--- src/rtl/pfreq_sink.sv ---
// Prefetch request sink: drops recently seen lines, queues the rest in a small
// FIFO and issues them to the cache prefetch port, with saturating statistics.
module pfreq_sink #(
  parameter int AW        = 39,
  parameter int LINE_BITS = 6,
  parameter int DEPTH     = 4,
  parameter int FILTER    = 4,
  parameter int CW        = 16
) (
  input  logic          clk,
  input  logic          reset,
  input  logic          pfreq_valid,
  output logic          pfreq_retry,
  input  logic [AW-1:0] pfreq_laddr,
  output logic          dcreq_valid,
  input  logic          dcreq_retry,
  output logic [AW-1:0] dcreq_laddr,
  input  logic          stats_clear,
  output logic [CW-1:0] stat_accepted,
  output logic [CW-1:0] stat_dup,
  output logic [CW-1:0] stat_issued,
  output logic          pf_busy
);

  localparam int LW   = AW - LINE_BITS;
  localparam int PW   = $clog2(DEPTH);
  localparam int CNTW = $clog2(DEPTH) + 1;
  localparam int FPW  = (FILTER > 1) ? $clog2(FILTER) : 1;

  function automatic logic [CW-1:0] sat_inc(input logic [CW-1:0] v);
    return (&v) ? v : v + CW'(1);
  endfunction

  logic [LW-1:0]   mem_r [DEPTH];
  logic [PW-1:0]   head_r, tail_r;
  logic [CNTW-1:0] count_r;
  logic            flt_vld_r  [FILTER];
  logic [LW-1:0]   flt_line_r [FILTER];
  logic [FPW-1:0]  flt_ptr_r;
  logic [CW-1:0]   acc_r, dup_r, iss_r;

  logic [LW-1:0] line_s;
  logic          xfer_s, hit_s, push_s, pop_s;

  assign line_s      = pfreq_laddr[AW-1:LINE_BITS];
  assign pfreq_retry = (count_r == CNTW'(DEPTH));
  assign dcreq_valid = (count_r != CNTW'(0));
  assign pf_busy     = dcreq_valid;
  // Gate the head so a stale, unreset entry never shows on an idle port.
  assign dcreq_laddr = dcreq_valid ? {mem_r[head_r], {LINE_BITS{1'b0}}} : {AW{1'b0}};
  assign stat_accepted = acc_r;
  assign stat_dup      = dup_r;
  assign stat_issued   = iss_r;

  // Handshake decode and recent-line filter lookup
  always_comb begin
    hit_s = 1'b0;
    for (int i = 0; i < FILTER; i++) begin
      hit_s = hit_s | (flt_vld_r[i] && (flt_line_r[i] == line_s));
    end
    xfer_s = pfreq_valid && !pfreq_retry;
    push_s = xfer_s && !hit_s;
    pop_s  = dcreq_valid && !dcreq_retry;
  end

  // FIFO storage, written at the tail on each push
  always_ff @(posedge clk) begin
    if (push_s) begin
      mem_r[tail_r] <= line_s;
    end
  end

  // FIFO pointers and occupancy
  always_ff @(posedge clk or negedge reset) begin
    if (!reset) begin
      head_r  <= PW'(0);
      tail_r  <= PW'(0);
      count_r <= CNTW'(0);
    end else begin
      if (push_s) tail_r <= tail_r + PW'(1);
      if (pop_s)  head_r <= head_r + PW'(1);
      if (push_s && !pop_s)      count_r <= count_r + CNTW'(1);
      else if (pop_s && !push_s) count_r <= count_r - CNTW'(1);
      else                       count_r <= count_r;
    end
  end

  // Recent-line filter, filled round-robin on every enqueued line
  always_ff @(posedge clk or negedge reset) begin
    if (!reset) begin
      flt_ptr_r <= FPW'(0);
      for (int i = 0; i < FILTER; i++) begin
        flt_vld_r[i]  <= 1'b0;
        flt_line_r[i] <= {LW{1'b0}};
      end
    end else if (push_s) begin
      flt_vld_r[flt_ptr_r]  <= 1'b1;
      flt_line_r[flt_ptr_r] <= line_s;
      flt_ptr_r <= (flt_ptr_r == FPW'(FILTER - 1)) ? FPW'(0) : flt_ptr_r + FPW'(1);
    end
  end

  // Saturating statistics; clear has priority over any increment
  always_ff @(posedge clk or negedge reset) begin
    if (!reset) begin
      acc_r <= CW'(0);
      dup_r <= CW'(0);
      iss_r <= CW'(0);
    end else if (stats_clear) begin
      acc_r <= CW'(0);
      dup_r <= CW'(0);
      iss_r <= CW'(0);
    end else begin
      if (xfer_s)          acc_r <= sat_inc(acc_r);
      if (xfer_s && hit_s) dup_r <= sat_inc(dup_r);
      if (pop_s)           iss_r <= sat_inc(iss_r);
    end
  end

endmodule
--- config.mk ---
export PLATFORM = sky130hd
export DESIGN_NAME = pfreq_sink
export DESIGN_NICKNAME = d
export VERILOG_FILES = /design/src/rtl/pfreq_sink.sv
export SDC_FILE = /design/constraint.sdc
export NUM_CORES = 1
export LEC_CHECK = 0
export ABC_AREA = 1
export ABC_CLOCK_PERIOD_IN_PS = 3200
export BUFFER_PORTS_ARGS = -buffer_cell sky130_fd_sc_hd__buf_2
export CORE_UTILIZATION = 47
export CTS_BUF_LIST = sky130_fd_sc_hd__clkbuf_4 sky130_fd_sc_hd__clkbuf_8
export DETAILED_ROUTE_END_ITERATION = 8
export PLACE_DENSITY = 0.66
export SLEW_MARGIN = 20
export SYNTH_ARGS = -nofsm -noshare
export SYNTH_HDL_FRONTEND = slang
export SYNTH_SLANG_ARGS = --single-unit
--- constraint.sdc ---
create_clock -name clk -period 3.2 [get_ports clk]
set_input_delay 0.16 -clock clk [delete_from_list [all_inputs] [get_ports clk]]
set_output_delay 0.16 -clock clk [all_outputs]
set_load 0.05 [all_outputs]
==> results.toml <==
[synth]
synth-seq-cells = 325
synth_edf_count = 132
yosysSeqAreaShare_pct = 53.8
async_flop_share_pct = 59.4
synthCells = 2026
synth.yosys.warnings = 0
ys.flop_type = "dfrtp_1"
ys_types = 46
syn-cell-area_um2 = 16300
avgSynthCellArea_um2 = 8.07

[timing]
rsz0062_at_grt = "no"
maxSlewHeadroom_pct = 30.3
fmax_mhz = 345
finalSetupViolCount = 0
skew_ns = 0.0485
worst-slew-pin-transition_ns = 1.04
final_min_period_over_clock_period_pct = 90.5
setup_tns_ns = 0
final-hold-violation-count = 0
fin_ws_ns = 0.303
post-route-min-period_ns = 2.90
finalMaxSlewViolations = 0

[cts]
clock_latency_ns = 0.64
cts_root_buffer = "clkbuf_8"
htree_levels = 2
cts_sinks = 325
clockBufferDepth = 3
postCtsSetupRepairBufs = 0
numCtsBuffers = 54
clk_pin_slew_ns = 0.06
tritoncts = "yes"

[critical_path]
r2r_end = "count_r[1]$_DFFE_PN0P_"
cp.required_ns = 3.68
reg2reg_depth = 14
cp-end-kind = "flop"
worst_setup_path_start_kind = "input pin"
crit_arrival_ns = 3.38
critPathMaxFanout = 11
crit_start = "pfreq_laddr[28]"
rr_startpoint = "flt_line_r[12]$_DFFE_PN0P_"
crit_type = "input pin to flop"
ff2ff_setup_slack_ns = 0.38

[run_status]
outcome = "finished clean"

[finish]
n_antenna_cell = 0
layout.cells.non_filler = 2690
mostFrequentLayoutCells = "544 x nand2_1, 330 x nor2_1, 251 x o21ai_0, 208 x inv_1, 192 x dfrtp_1"
drive_above_1_share_pct = 12.3
syn_to_final_growth_pct = 16.2
fin_nets = 2254
final_common_cell = "nand2_1"

[detailed_routing]
wl_per_cell_um = 17.6
wl_um = 47300
antenna_left = 0
route.vias.total = 14127
drc_errors = 0
drtIter0Drc = 1117
via_per_inst = 5.25
drtPass1Iterations = 5

[power]
ir_worst_vdd_mv = 0.758
power_density_nw_per_um2 = 916
p_leak_nw = 8.80

[global_route]
grt_first_pass_wirelength_um = 72900
antenna_found_initial = 1
track_usage_pct = 26.7
grt_pass1_vias = 13088
grt_remaining_overflow = 0
grt_start_max_net_pins = 93

[die]
core-area_um2 = 33900
die_x_um = 188
die_area_um2 = 35500
rows = 67
start_util_pct = 48.3
design.portCount = 134
die_h_um = 188

[job]
drv_cap = 0

[placement]
pre_cts_slack_ns = 0.284
numPortBuffers = 121
hpwl_um = 33500
gp_congestion = 0.987
dpl.cell_count = 2554

[min_path]
hold_path_depth = 2
hold_end = "mem_r[2][24]$_DFFE_PP_"
min_from = "pfreq_laddr[30]"
hp-class = "input pin to flop"
per-layer routing:
| metal | GRT usage (%) | vias to the layer above | part of all wire, % |
|---|---|---|---|
| met4 | 10.4 | 0 | 3.4 |
| li1 | - | 6843 | - |
| met1 | 37.6 | 6700 | 44 |
| met3 | 4.19 | 91 | 6.8 |
| met5 | 0 | - | 0 |
| met2 | 41.6 | 493 | 46 |
critical path: stages:
cell	delay (ns)
dlygate4sd3_1	0.53
buf_2	0.28
inv_1	0.21
nand2_1	0.09
nand2_1	0.16
nor3_1	0.20
nand3_1	0.10
nor2_1	0.12
nand3_1	0.08
nand2_1	0.10
inv_1	0.06
nand2_2	0.11
inv_4	0.07
nand2_2	0.06
inv_1	0.08
ha_1	0.20
inv_1	0.09
fa_1	0.41
mux2_2	0.27
cells in the mapped netlist (3+ instances only):
cell      number  share of area (%)
nand2_1      544                 12
nor2_1       334                7.7
o21ai_0      251                7.7
inv_1        208                4.8
dfrtp_1      193                 30
edfxtp_1     132                 24
a21oi_1       69                2.1
nand3_1       57                1.7
clkbuf_1      39               0.90
nand4_1       22               0.84
nor3_1        20               0.61
o21ai_1       19               0.58
buf_6         16                1.1
xnor2_1       14               0.75
ha_1          12               0.92
xor2_1        12               0.64
inv_2         10               0.23
buf_4          7               0.32
nand3b_1       7               0.32
buf_2          6               0.18
o21bai_1       6               0.28
or2_1          5               0.19
nand3_2        4               0.24
buf_1          3              0.069
clkbuf_2       3              0.092
nand2_2        3               0.11
o211ai_1       3               0.14
or2_2          3               0.11
logic make-up after synthesis:
group                      share of synthesized area (%)
and+or+nand+nor                                     24.7
AOI/OAI and AO/OA                                   11.2
DFF                                                 53.8
buffers and inverters                               7.75
xor gates and xnor gates                            1.39
adders and majority gates                           1.04
other                                             0.0229
muxes                                             0.0689
power breakdown:
group | switching, mW | internal (mW)
sequential | 0.745 | 5.56
clock | 1.75 | 2.26
combinational | 5.10 | 1.98
total | 7.60 | 9.80
area by class of cell:
cell class / instances / area (um2)
Timing Repair Buffer: 184 / 1250
Multi-Input combinational cell: 1411 / 6330
Fill cell: 3188 / 14900
Inverter: 221 / 832
Clock buffer: 81 / 1040
Clock inverter: 20 / 176
Tap cell: 448 / 561
Sequential cell: 325 / 8790
registers in the layout (all words and copies together), names as in the netlist:
| signal | count |
|---|---|
| count_r | 3 |
| stat_issued | 16 |
| mem_r | 132 |
| flt_line_r | 132 |
| flt_vld_r | 4 |
| stat_accepted | 16 |
| stat_dup | 16 |
| head_r | 2 |
| tail_r | 2 |
| flt_ptr_r | 2 |
what timing repair did:
action | 4_1_cts | 5_1_grt
hold buffers | 35 | 0
endpoints found under the hold margin | 253 | 0
resized for setup | 0 | 0
per-stage QoR:
stage               utilization [%]  power [mW]  area (um2)  hold WS, ns
floorplan                         -        11.3       16400       -0.136
global placement               51.4        13.2       17400        0.296
detailed placement             51.4        13.4       17400        0.301
CTS                            56.1        17.5       19000      0.00249
global route                   56.1        18.5       19000       0.0232
finish                         56.1        17.4       19000       0.0661
worst max-delay path by stage:
| stage | to | cells past startpoint |
|---|---|---|
| floorplan | mem_r[0][0]$_DFFE_PP_ | 12 |
| global placement | count_r[1]$_DFFE_PN0P_ | 18 |
| detailed placement | count_r[1]$_DFFE_PN0P_ | 18 |
| CTS | count_r[1]$_DFFE_PN0P_ | 19 |
| global route | count_r[2]$_DFFE_PN0P_ | 19 |
| finish | count_r[1]$_DFFE_PN0P_ | 19 |
No activity file was read; power rests on OpenSTA's default activity.
